<file path="src/rtl/cpu_pkg.sv">
// cpu_pkg: shared CPU instruction sizes, opcode encodings, encoder FSM states and instruction length lookup
package cpu_pkg;
    localparam int cpu_inst_opcode_sz = 5;
    localparam int cpu_inst_regop_sz  = 3;
    localparam int cpu_inst_immop_sz  = 16;
    localparam int cpu_pc_sz          = 16;
    localparam int cpu_code_sz        = 32;
    localparam int cpu_inst_max_len   = cpu_inst_opcode_sz + cpu_inst_regop_sz + cpu_inst_immop_sz;
    localparam int cpu_inst_len_sz    = $clog2(cpu_inst_max_len + 1);

    typedef logic [cpu_inst_opcode_sz-1:0] cpu_opcode_t;
    typedef logic [cpu_inst_len_sz-1:0]    cpu_len_t;
    typedef enum logic {ENC_RUN, ENC_FLUSH} cpu_enc_state_e;

    localparam cpu_opcode_t cpu_inst_opcode_imm = 5'd1;
    localparam cpu_opcode_t cpu_inst_opcode_jmp = 5'd2;
    localparam cpu_opcode_t cpu_inst_opcode_jlt = 5'd3;
    localparam cpu_opcode_t cpu_inst_opcode_jeq = 5'd4;
    localparam cpu_opcode_t cpu_inst_opcode_jgt = 5'd5;
    localparam cpu_opcode_t cpu_inst_opcode_add = 5'd6;
    localparam cpu_opcode_t cpu_inst_opcode_sub = 5'd7;
    localparam cpu_opcode_t cpu_inst_opcode_mul = 5'd8;
    localparam cpu_opcode_t cpu_inst_opcode_div = 5'd9;
    localparam cpu_opcode_t cpu_inst_opcode_and = 5'd10;
    localparam cpu_opcode_t cpu_inst_opcode_or  = 5'd11;
    localparam cpu_opcode_t cpu_inst_opcode_xor = 5'd12;
    localparam cpu_opcode_t cpu_inst_opcode_out = 5'd13;
    localparam cpu_opcode_t cpu_inst_opcode_imp = 5'd14;
    localparam cpu_opcode_t cpu_inst_opcode_ilt = 5'd15;
    localparam cpu_opcode_t cpu_inst_opcode_ieq = 5'd16;
    localparam cpu_opcode_t cpu_inst_opcode_igt = 5'd17;
    localparam cpu_opcode_t cpu_inst_opcode_inc = 5'd18;
    localparam cpu_opcode_t cpu_inst_opcode_dec = 5'd19;

    localparam cpu_len_t cpu_len_imm = cpu_len_t'(cpu_inst_max_len);
    localparam cpu_len_t cpu_len_jmp = cpu_len_t'(cpu_inst_opcode_sz + cpu_inst_immop_sz);
    localparam cpu_len_t cpu_len_alu = cpu_len_t'(cpu_inst_opcode_sz + 2 * cpu_inst_regop_sz);
    localparam cpu_len_t cpu_len_one = cpu_len_t'(cpu_inst_opcode_sz + cpu_inst_regop_sz);

    function automatic cpu_len_t cpu_inst_len(input cpu_opcode_t op);
        return (op == cpu_inst_opcode_imm) ? cpu_len_imm
             : (op inside {cpu_inst_opcode_jmp, cpu_inst_opcode_jlt, cpu_inst_opcode_jeq,
                           cpu_inst_opcode_jgt}) ? cpu_len_jmp
             : (op inside {cpu_inst_opcode_add, cpu_inst_opcode_sub, cpu_inst_opcode_mul,
                           cpu_inst_opcode_div, cpu_inst_opcode_and, cpu_inst_opcode_or,
                           cpu_inst_opcode_xor}) ? cpu_len_alu
             : (op inside {cpu_inst_opcode_out, cpu_inst_opcode_imp, cpu_inst_opcode_ilt,
                           cpu_inst_opcode_ieq, cpu_inst_opcode_igt, cpu_inst_opcode_inc,
                           cpu_inst_opcode_dec}) ? cpu_len_one
             : '0;
    endfunction
endpackage

</file>
<file path="src/rtl/cpu_encoder_if.sv">
// cpu_encoder_if: instruction input (in_*) and code word output (out_*) valid/ready buses; slave = encoder, master = loader/code store side
interface cpu_encoder_if;
    import cpu_pkg::*;
    logic                         in_valid;
    logic                         in_ready;
    cpu_opcode_t                  in_opcode;
    logic [cpu_inst_regop_sz-1:0] in_regop1;
    logic [cpu_inst_regop_sz-1:0] in_regop2;
    logic [cpu_inst_immop_sz-1:0] in_immop1;
    logic                         out_valid;
    logic                         out_ready;
    logic [cpu_code_sz-1:0]       out_data;
    modport slave (
        input  in_valid, in_opcode, in_regop1, in_regop2, in_immop1, out_ready,
        output in_ready, out_valid, out_data
    );
    modport master (
        output in_valid, in_opcode, in_regop1, in_regop2, in_immop1, out_ready,
        input  in_ready, out_valid, out_data
    );
endinterface

</file>
<file path="src/rtl/cpu_encoder_field_pack.sv">
// cpu_encoder_field_pack: opcode/regop1/regop2/immop1 in -> pack_bits (LSB-first fields, zero above len), len, known out
module cpu_encoder_field_pack
    import cpu_pkg::*;
(
    input  cpu_opcode_t                  opcode,
    input  logic [cpu_inst_regop_sz-1:0] regop1,
    input  logic [cpu_inst_regop_sz-1:0] regop2,
    input  logic [cpu_inst_immop_sz-1:0] immop1,
    output logic [cpu_inst_max_len-1:0]  pack_bits,
    output cpu_len_t                     len,
    output logic                         known
);
    always_comb begin
        len = cpu_inst_len(opcode);
        known = len != '0;
        pack_bits = (len == cpu_len_imm) ? cpu_inst_max_len'({immop1, regop1, opcode})
                  : (len == cpu_len_jmp) ? cpu_inst_max_len'({immop1, opcode})
                  : (len == cpu_len_alu) ? cpu_inst_max_len'({regop2, regop1, opcode})
                  : (len == cpu_len_one) ? cpu_inst_max_len'({regop1, opcode})
                  : '0;
    end
endmodule

</file>
<file path="src/rtl/cpu_encoder.sv">
// cpu_encoder: packs instructions from bus.in_* into a bit buffer and emits code words on bus.out_*; flush pads the tail, pc = next bit address, flush_done/err pulses
module cpu_encoder
    import cpu_pkg::*;
(
    input  logic                 clk,
    input  logic                 rst_n,
    cpu_encoder_if.slave         bus,
    input  logic                 flush,
    output logic [cpu_pc_sz-1:0] pc,
    output logic                 flush_done,
    output logic                 err
);
    localparam int WORD = cpu_code_sz;
    localparam int BW = WORD + cpu_inst_max_len;
    localparam int FW = $clog2(BW + 1);
    localparam logic [FW-1:0] WORD_F = FW'(WORD);
    localparam logic [cpu_pc_sz-1:0] PC_MASK = cpu_pc_sz'(WORD - 1);

    cpu_enc_state_e             state_q, state_d;
    logic [BW-1:0]              bits_q, bits_d, bits_s;
    logic [FW-1:0]              fill_q, fill_d, fill_s;
    logic [cpu_pc_sz-1:0]       pc_q, pc_d;
    logic                       err_q, err_d, flush_done_q, flush_done_d;
    logic [cpu_inst_max_len-1:0] pack_bits;
    cpu_len_t                   len;
    logic                       known, in_fire, out_fire;

    cpu_encoder_field_pack u_pack (
        .opcode    (bus.in_opcode),
        .regop1    (bus.in_regop1),
        .regop2    (bus.in_regop2),
        .immop1    (bus.in_immop1),
        .pack_bits (pack_bits),
        .len       (len),
        .known     (known)
    );

    assign bus.in_ready  = state_q == ENC_RUN && fill_q < WORD_F;
    assign bus.out_valid = fill_q >= WORD_F || (state_q == ENC_FLUSH && fill_q != '0);
    assign bus.out_data  = bits_q[WORD-1:0];
    assign pc            = pc_q;
    assign err           = err_q;
    assign flush_done    = flush_done_q;

    always_comb begin
        in_fire = bus.in_valid && bus.in_ready;
        out_fire = bus.out_valid && bus.out_ready;
        bits_s = out_fire ? bits_q >> WORD : bits_q;
        fill_s = out_fire ? (fill_q >= WORD_F ? fill_q - WORD_F : '0) : fill_q;
        bits_d = bits_s;
        fill_d = fill_s;
        pc_d = pc_q;
        state_d = state_q;
        err_d = in_fire && !known;
        flush_done_d = 1'b0;
        if (in_fire && known) begin
            bits_d = bits_s | (BW'(pack_bits) << fill_s);
            fill_d = fill_s + FW'(len);
            pc_d = pc_q + cpu_pc_sz'(len);
        end else if (!in_fire && flush && state_q == ENC_RUN) begin
            state_d = ENC_FLUSH;
            pc_d = (pc_q + PC_MASK) & ~PC_MASK;
        end
        if (state_q == ENC_FLUSH && fill_s == '0) begin
            state_d = ENC_RUN;
            flush_done_d = 1'b1;
        end
    end

    always_ff @(posedge clk or negedge rst_n) begin
        if (!rst_n) begin
            state_q <= ENC_RUN;
            bits_q <= '0;
            fill_q <= '0;
            pc_q <= '0;
            err_q <= 1'b0;
            flush_done_q <= 1'b0;
        end else begin
            state_q <= state_d;
            bits_q <= bits_d;
            fill_q <= fill_d;
            pc_q <= pc_d;
            err_q <= err_d;
            flush_done_q <= flush_done_d;
        end
    end
endmodule
</file>
<file path="src/flat_wrapper.sv">
// flat-port wrapper written by rule: the top's interface ports become plain ports
module cpu_encoder_flat import cpu_pkg::*;
  (clk, rst_n, flush, pc, flush_done, err, bus_in_valid, bus_in_opcode, bus_in_regop1, bus_in_regop2, bus_in_immop1, bus_out_ready, bus_in_ready, bus_out_valid, bus_out_data);
  cpu_encoder_if bus_i ();
  input  logic clk;
  input  logic rst_n;
  input  logic flush;
  output logic [cpu_pc_sz-1:0] pc;
  output logic flush_done;
  output logic err;
  input wire logic [$bits(bus_i.in_valid)-1:0] bus_in_valid;
  input wire logic [$bits(bus_i.in_opcode)-1:0] bus_in_opcode;
  input wire logic [$bits(bus_i.in_regop1)-1:0] bus_in_regop1;
  input wire logic [$bits(bus_i.in_regop2)-1:0] bus_in_regop2;
  input wire logic [$bits(bus_i.in_immop1)-1:0] bus_in_immop1;
  input wire logic [$bits(bus_i.out_ready)-1:0] bus_out_ready;
  output wire logic [$bits(bus_i.in_ready)-1:0] bus_in_ready;
  output wire logic [$bits(bus_i.out_valid)-1:0] bus_out_valid;
  output wire logic [$bits(bus_i.out_data)-1:0] bus_out_data;
  assign bus_i.in_valid = bus_in_valid;
  assign bus_i.in_opcode = bus_in_opcode;
  assign bus_i.in_regop1 = bus_in_regop1;
  assign bus_i.in_regop2 = bus_in_regop2;
  assign bus_i.in_immop1 = bus_in_immop1;
  assign bus_i.out_ready = bus_out_ready;
  assign bus_in_ready = bus_i.in_ready;
  assign bus_out_valid = bus_i.out_valid;
  assign bus_out_data = bus_i.out_data;
  cpu_encoder u_core (.clk(clk), .rst_n(rst_n), .bus(bus_i), .flush(flush), .pc(pc), .flush_done(flush_done), .err(err));
endmodule
</file>
<file path="config.mk">
export PLATFORM = sky130hd
export DESIGN_NAME = cpu_encoder_flat
export DESIGN_NICKNAME = d
export VERILOG_FILES = /design/src/rtl/cpu_pkg.sv /design/src/rtl/cpu_encoder_if.sv /design/src/rtl/cpu_encoder_field_pack.sv /design/src/rtl/cpu_encoder.sv /design/src/flat_wrapper.sv
export SDC_FILE = /design/constraint.sdc
export NUM_CORES = 1
export LEC_CHECK = 0
export CORE_MARGIN = 5
export CORE_UTILIZATION = 35
export CTS_CLUSTER_SIZE = 24
export DETAILED_ROUTE_END_ITERATION = 8
export HOLD_SLACK_MARGIN = 0.1
export PLACE_DENSITY = 0.58
export SETUP_SLACK_MARGIN = 0.2
export SYNTH_ARGS = -nofsm -noshare
export SYNTH_HDL_FRONTEND = slang
export SYNTH_SLANG_ARGS = --single-unit
</file>
<file path="constraint.sdc">
create_clock -name clk -period 8.4 [get_ports clk]
set_input_delay 1.26 -clock clk [delete_from_list [all_inputs] [get_ports clk]]
set_output_delay 1.26 -clock clk [all_outputs]
set_load 0.02 [all_outputs]
</file>
After elaboration in Yosys (flattened, before gate mapping)
Index checks and enable logic that the tools add are counted.
- register bits: 81
- bits in latches: 0
- RAM bits: 0
- memory bits (read-only): 0
- input port bits: 32
- output and inout bits: 52
- logic and storage cells: 79
- memories: 0
- add/subtract/negate cells: 4
- $mul: 0
- divide/modulo/power cells: 0
- order comparisons: 2
- equal/unequal tests: 24
- shift-type cells: 1
- multiplexer cells: 19
- bitwise operators: 2
- reduce and logical (&&, ||, !) cells: 21
- operator list (kind ; count):
    $mux W56 ; 2
    $or A56 B56 Y56 ; 1
    $shl A24 B6 Y56 ; 1
    $eq A5 B4 Y1 const B ; 10
    $mux W16 ; 2
    $eq A5 B5 Y1 const B ; 6
    $mux W24 ; 1
    $mux W21 ; 1
    $eq A5 B3 Y1 const B ; 4
    $mux W6 ; 3
    $add A16 B5 Y16 ; 1
    $add A16 B5 Y16 const B ; 1
    $reduce_bool A7 Y1 ; 2
    $mux W11 ; 1
    $eq A5 B2 Y1 const B ; 2
    $mux W5 ; 2
    $logic_and A1 B1 Y1 ; 9
    $mux W4 ; 2
    $mux W8 ; 1
    $add A6 B5 Y6 ; 1
    $ge A6 B6 Y1 const B ; 1
    $logic_not A6 Y1 ; 1
    $lt A6 B6 Y1 const B ; 1
    $reduce_bool A6 Y1 ; 1
    11 further kinds ; 16

Depth between registers and ports, before layout
- depth after elaboration: 14
- gate-level depth with buffers: 16
- gate-level depth less buffers: 14

Hierarchy
From an unflattened synthesis, not the netlist that was laid out.
- cell total of the unflattened synthesis: 741
- area, all modules: 6399.9 um2
- by module, submodules not included (module ; times used ; cells an instance ; area an instance (um2) ; sequential area each (um2)):
    cpu_encoder ; 1 ; 691 ; 6015.8 ; 2026.9
    cpu_encoder_field_pack ; 1 ; 50 ; 384.1 ; 0.0

Worst setup path before layout
No wires, ideal clock.
- kind: in2reg
- from: input port bus_in_opcode[2]
- to: register u_core.pc_q[14] (netlist: u_core.pc[14])
- setup time: 80 ps
- arrival time: 3880 ps
- required time: 8320 ps
- setup slack: 4440 ps
- stages: 16
- buffers on the path: 2
- path through: buf_2 -> buf_2 -> a21oi_1 -> nor3_1 -> inv_1 -> nand2_1 -> ha_1 -> inv_1 -> fa_1 -> nor2b_1 -> o21ai_0 -> nand2b_1 -> a21oi_1 -> o22ai_1 -> nor3b_1 -> xnor2_1
- cells in the longest elaborated chain, start to end: 9
- elaborated cells between the ends (all ways): 31
- ends and longest elaborated chain (what ; line ; text):
    from (decl) ; flat_wrapper.sv:12 ; input wire logic [$bits(bus_i.in_opcode)-1:0] bus_in_opcode;
    $eq A5 B4 Y1 / $eq A5 B5 Y1 (equally long branches) ; cpu_pkg.sv:47 ; : (op inside {cpu_inst_opcode_out, cpu_inst_opcode_imp, cpu_inst_opcode_ilt,
    $reduce_bool A7 Y1 ; cpu_pkg.sv:47 ;
    $mux W4 ; cpu_pkg.sv:49 ; cpu_inst_opcode_dec}) ? cpu_len_one
    $mux W4 ; cpu_pkg.sv:46 ; cpu_inst_opcode_xor}) ? cpu_len_alu
    $mux W5 ; cpu_pkg.sv:43 ; cpu_inst_opcode_jgt}) ? cpu_len_jmp
    $mux W5 (*) ; cpu_pkg.sv:41 ; return (op == cpu_inst_opcode_imm) ? cpu_len_imm
    parallel branches: the longest is 3 deep, another holds $add A16 B5 Y16 ; -- ;
    to (signal assigned) ; cpu_encoder.sv:82 ; pc_q <= pc_d;
    to (decl) ; cpu_encoder.sv:22 ; logic [cpu_pc_sz-1:0] pc_q, pc_d;
Every way passes the cells marked *.
A chain may end at the register's enable or synchronous reset.

Worst setup path after layout
- from: input port bus_out_ready
- to: register u_core.bits_q[29]
- cells in the longest elaborated chain, start to end: 5
- elaborated cells between the ends (all ways): 6
- ends and longest elaborated chain (what ; line ; text):
    from (decl) ; flat_wrapper.sv:16 ; input wire logic [$bits(bus_i.out_ready)-1:0] bus_out_ready;
    $logic_and A1 B1 Y1 (*) ; cpu_encoder.sv:47 ; out_fire = bus.out_valid && bus.out_ready;
    $mux W6 ; cpu_encoder.sv:49 ; fill_s = out_fire ? (fill_q >= WORD_F ? fill_q - WORD_F : '0) : fill_q;
    $shl A24 B6 Y56 ; cpu_encoder.sv:57 ; bits_d = bits_s | (BW'(pack_bits) << fill_s);
    $or A56 B56 Y56 ; cpu_encoder.sv:57 ;
    $mux W56 (*) ; cpu_encoder.sv:56 ; if (in_fire && known) begin
    net u_core.bits_d[29] ; cpu_encoder.sv:20 ; logic [BW-1:0] bits_q, bits_d, bits_s;
    to (signal assigned) ; cpu_encoder.sv:80 ; bits_q <= bits_d;
    to (decl) ; cpu_encoder.sv:20 ;
Mark *: on every way through the listed nets, which the timed path passes. The rest lies on a longest branch.

==> run summary <==
worst endpoint data arrival time: 5.31 ns
Post-Synthesis Cells: 779
Core ar.: 17,900 µm²
post-cts resize count: 0
CTS sink count: 81
antenna violations before repair: 0
Post-CTS Repair Setup Buffers: 0
DRT antenna net count: 0
Diodes inserted: 0
worst path bufs/invs: 3
Power, Total: 2.589 mW
family with the most delay on the worst path: compound AO/OA/AOI/OAI gates
Nets: 838
Post-synth EDFFs: 0
TritonCTS clock tree: done
Area Growth Syn to Fin: 16.17%
Synth area leader: dfrtp_1
routability congestion estimate: 0.9468
fin crit share: 60.92%
filler-free cell count of the finished design: 1,028
unrepaired setup endpoints after global routing: false
die area: 20,890 µm²
die width: 144.5 µm
Overflow after GRT: 0
Setup CP Type: input pin to register
All-Layer GR Usage: 21.74%
vias in the first global route: 6,013
setup_tns: 0 ns
Synthesized Nets: 823
per-cell routed wire length: 22.18 µm
drt pass-1 iters: 5
Final Hold Fails: 0
hold_ws: 0.4691 ns
status: completed
VDD IR max: 0.1382 mV
Worst Tran Pin Value: 1.073 ns
Register Area: 2027 µm²
DIE HEIGHT: 144.5 µm
clock buffer count from CTS: 9
post-route cell area: 7361 µm²
Worst-path clk slew: 0.06 ns
post-layout util: 41.12%
Synth top area share: 31.99%
synth unique cells: 72
sequential share of the synthesized area: 31.99%
# Max-Cap Violations: 0
Fmax: 195.4 MHz
dominant synthesized flop cell: dfrtp_1
Clock Path Buffers: 2
Worst Hold Class: register to register
I/O pin count: 84
fillers: 1,850
area of the multi-input gates: 3757 µm²
most common cell after layout, fill and taps aside: nand2_1
Leak: 3.022 nW
vias per cell: 6.169
DP HPWL: 16.40 mm
pwr/cell area: 351.7 nW/µm²
cell chain of the critical path: clkdlybuf4s50_1 > nand3b_1 > buf_4 > nand2_1 > clkinv_1 > a221o_1 > a221oi_1 > nor2_1 > a211oi_1 > o221ai_1
Post-synth ARST share: 100.0%
max-slew violations: 0
minimum clock period: 5.118 ns
startpoint types: input pin
max incr delay on CP: 0.80 ns
Placed Instances: 1,012
Initial Util: 35.39%
std cell rows: 49
Placement Cell Area: 7053 µm²
slowest library cell on the worst path: clkdlybuf4s50_1
layout cell share with drive strength beyond 1: 6.133%
final WL: 22.80 mm
H-tree depth: 3
CTS root buf: clkbuf_16
synth top area cells: dfrtp_1 (32%), nand2_1 (5.6%), nor2_1 (4.3%)
largest net degree at the start of global routing: 82
Setup Skew: 0.008482 ns
post-cts hold buffer count: 0
commonest non-fill, non-tap cells in the layout: nand2_1 (95), clkdlybuf4s50_1 (82), dfrtp_1 (81), nor2_1 (73), o21ai_0 (43)
Vias: 6,342
clk_lat worst skew: 0.34 ns
Synth Area per Inst: 8.134 µm²
pre-CTS WS: 3.031 ns
CP required: 8.59 ns
Max-slew headroom: 28.45%
Yosys reg bits: 81
yosys warns: 0
Remaining DRCs: 0
Final Setup Violations: 0
PnR worst setup slack: 3.282 ns
first-pass GRT wire length: 35.35 mm
PortBufs: 83
Setup crit end kind: register
Critical Path Fanout Max: 20
Post-Syn Area: 6336 µm²
drt first-iter violations: 689
-- flip-flops by register name (all words and copies together), names as in the netlist --
signal	count
u_core.bits_q	56
u_core.err	1
u_core.fill_q	6
u_core.flush_done	1
u_core.pc	16
u_core.state_q	1
-- final timing paths --
path / start / end / slack, ns / cells after the start
setup reg to reg: u_core.state_q / u_core.bits_q[29] / 4.31 / 9
min in group asynchronous: rst_n / u_core.bits_q[10] / 1.11 / 1
max in group asynchronous: rst_n / u_core.pc[2] / 6.59 / 1
setup / recovery: bus_out_ready / u_core.bits_q[29] / 3.28 / 10
hold / removal: u_core.bits_q[32] / u_core.bits_q[0] / 0.47 / 2
hold reg to reg: u_core.bits_q[32] / u_core.bits_q[0] / 0.47 / 2
-- cell type report --
cell class / count / share of cell area (%)
multi-input combinational: 588 / 51.05
inverter: 21 / 1.071
clock inverter: 4 / 0.6969
timing repair buffer: 93 / 12.27
sequential: 81 / 27.54
tap: 229 / 3.893
clock buffer: 12 / 3.485
-- metal layers --
layer	routed length, µm	vias up	track usage [%]
met4	578	0	6.186
met1	10520	3140	31.31
met3	1497	38	3.704
li1	-	2915	-
met2	10210	249	33.63
met5	0	-	0
-- Yosys cell counts (all sizes together), types with 5 or more instances --
master   count
nand2       95
dfrtp       81
nor2        74
buf         56
o21ai       44
clkbuf      33
a21oi       32
nand3       23
inv         20
o211ai      19
o22ai       19
a211oi      17
nor3        15
nand2b      13
a221oi      12
mux2i       12
a21o        11
ha          10
nand4b      10
o221ai      10
xor2        10
and2         9
nor4         9
xnor2        9
a22oi        8
o31ai        8
a22o         7
nand4        7
o211a        7
and3         6
a211o        5
nor3b        5
o2111ai      5
o2bb2ai      5
o311ai       5
or2          5
-- report_power, final --
| group | switching [mW] | internal, mW |
|---|---|---|
| registers | 0.134 | 0.525 |
| logic | 0.951 | 0.569 |
| clock network | 0.164 | 0.247 |
| total | 1.25 | 1.34 |
-- tightest hold or removal path, cell delays in order, from the launching register on --
cell and delay, ns:
dfrtp_1 0.34, nand2_1 0.05, nand2_1 0.05
-- cell families after synthesis --
kind of cell               synth area share, %
AOI/OAI and AO/OA                        28.75
adders and majority gates                2.607
DFF                                      31.99
and+or+nand+nor                          21.64
muxes                                    3.673
xor gates and xnor gates                 2.626
buffers and inverters                    8.709
Power figures use the tool's default switching activity.
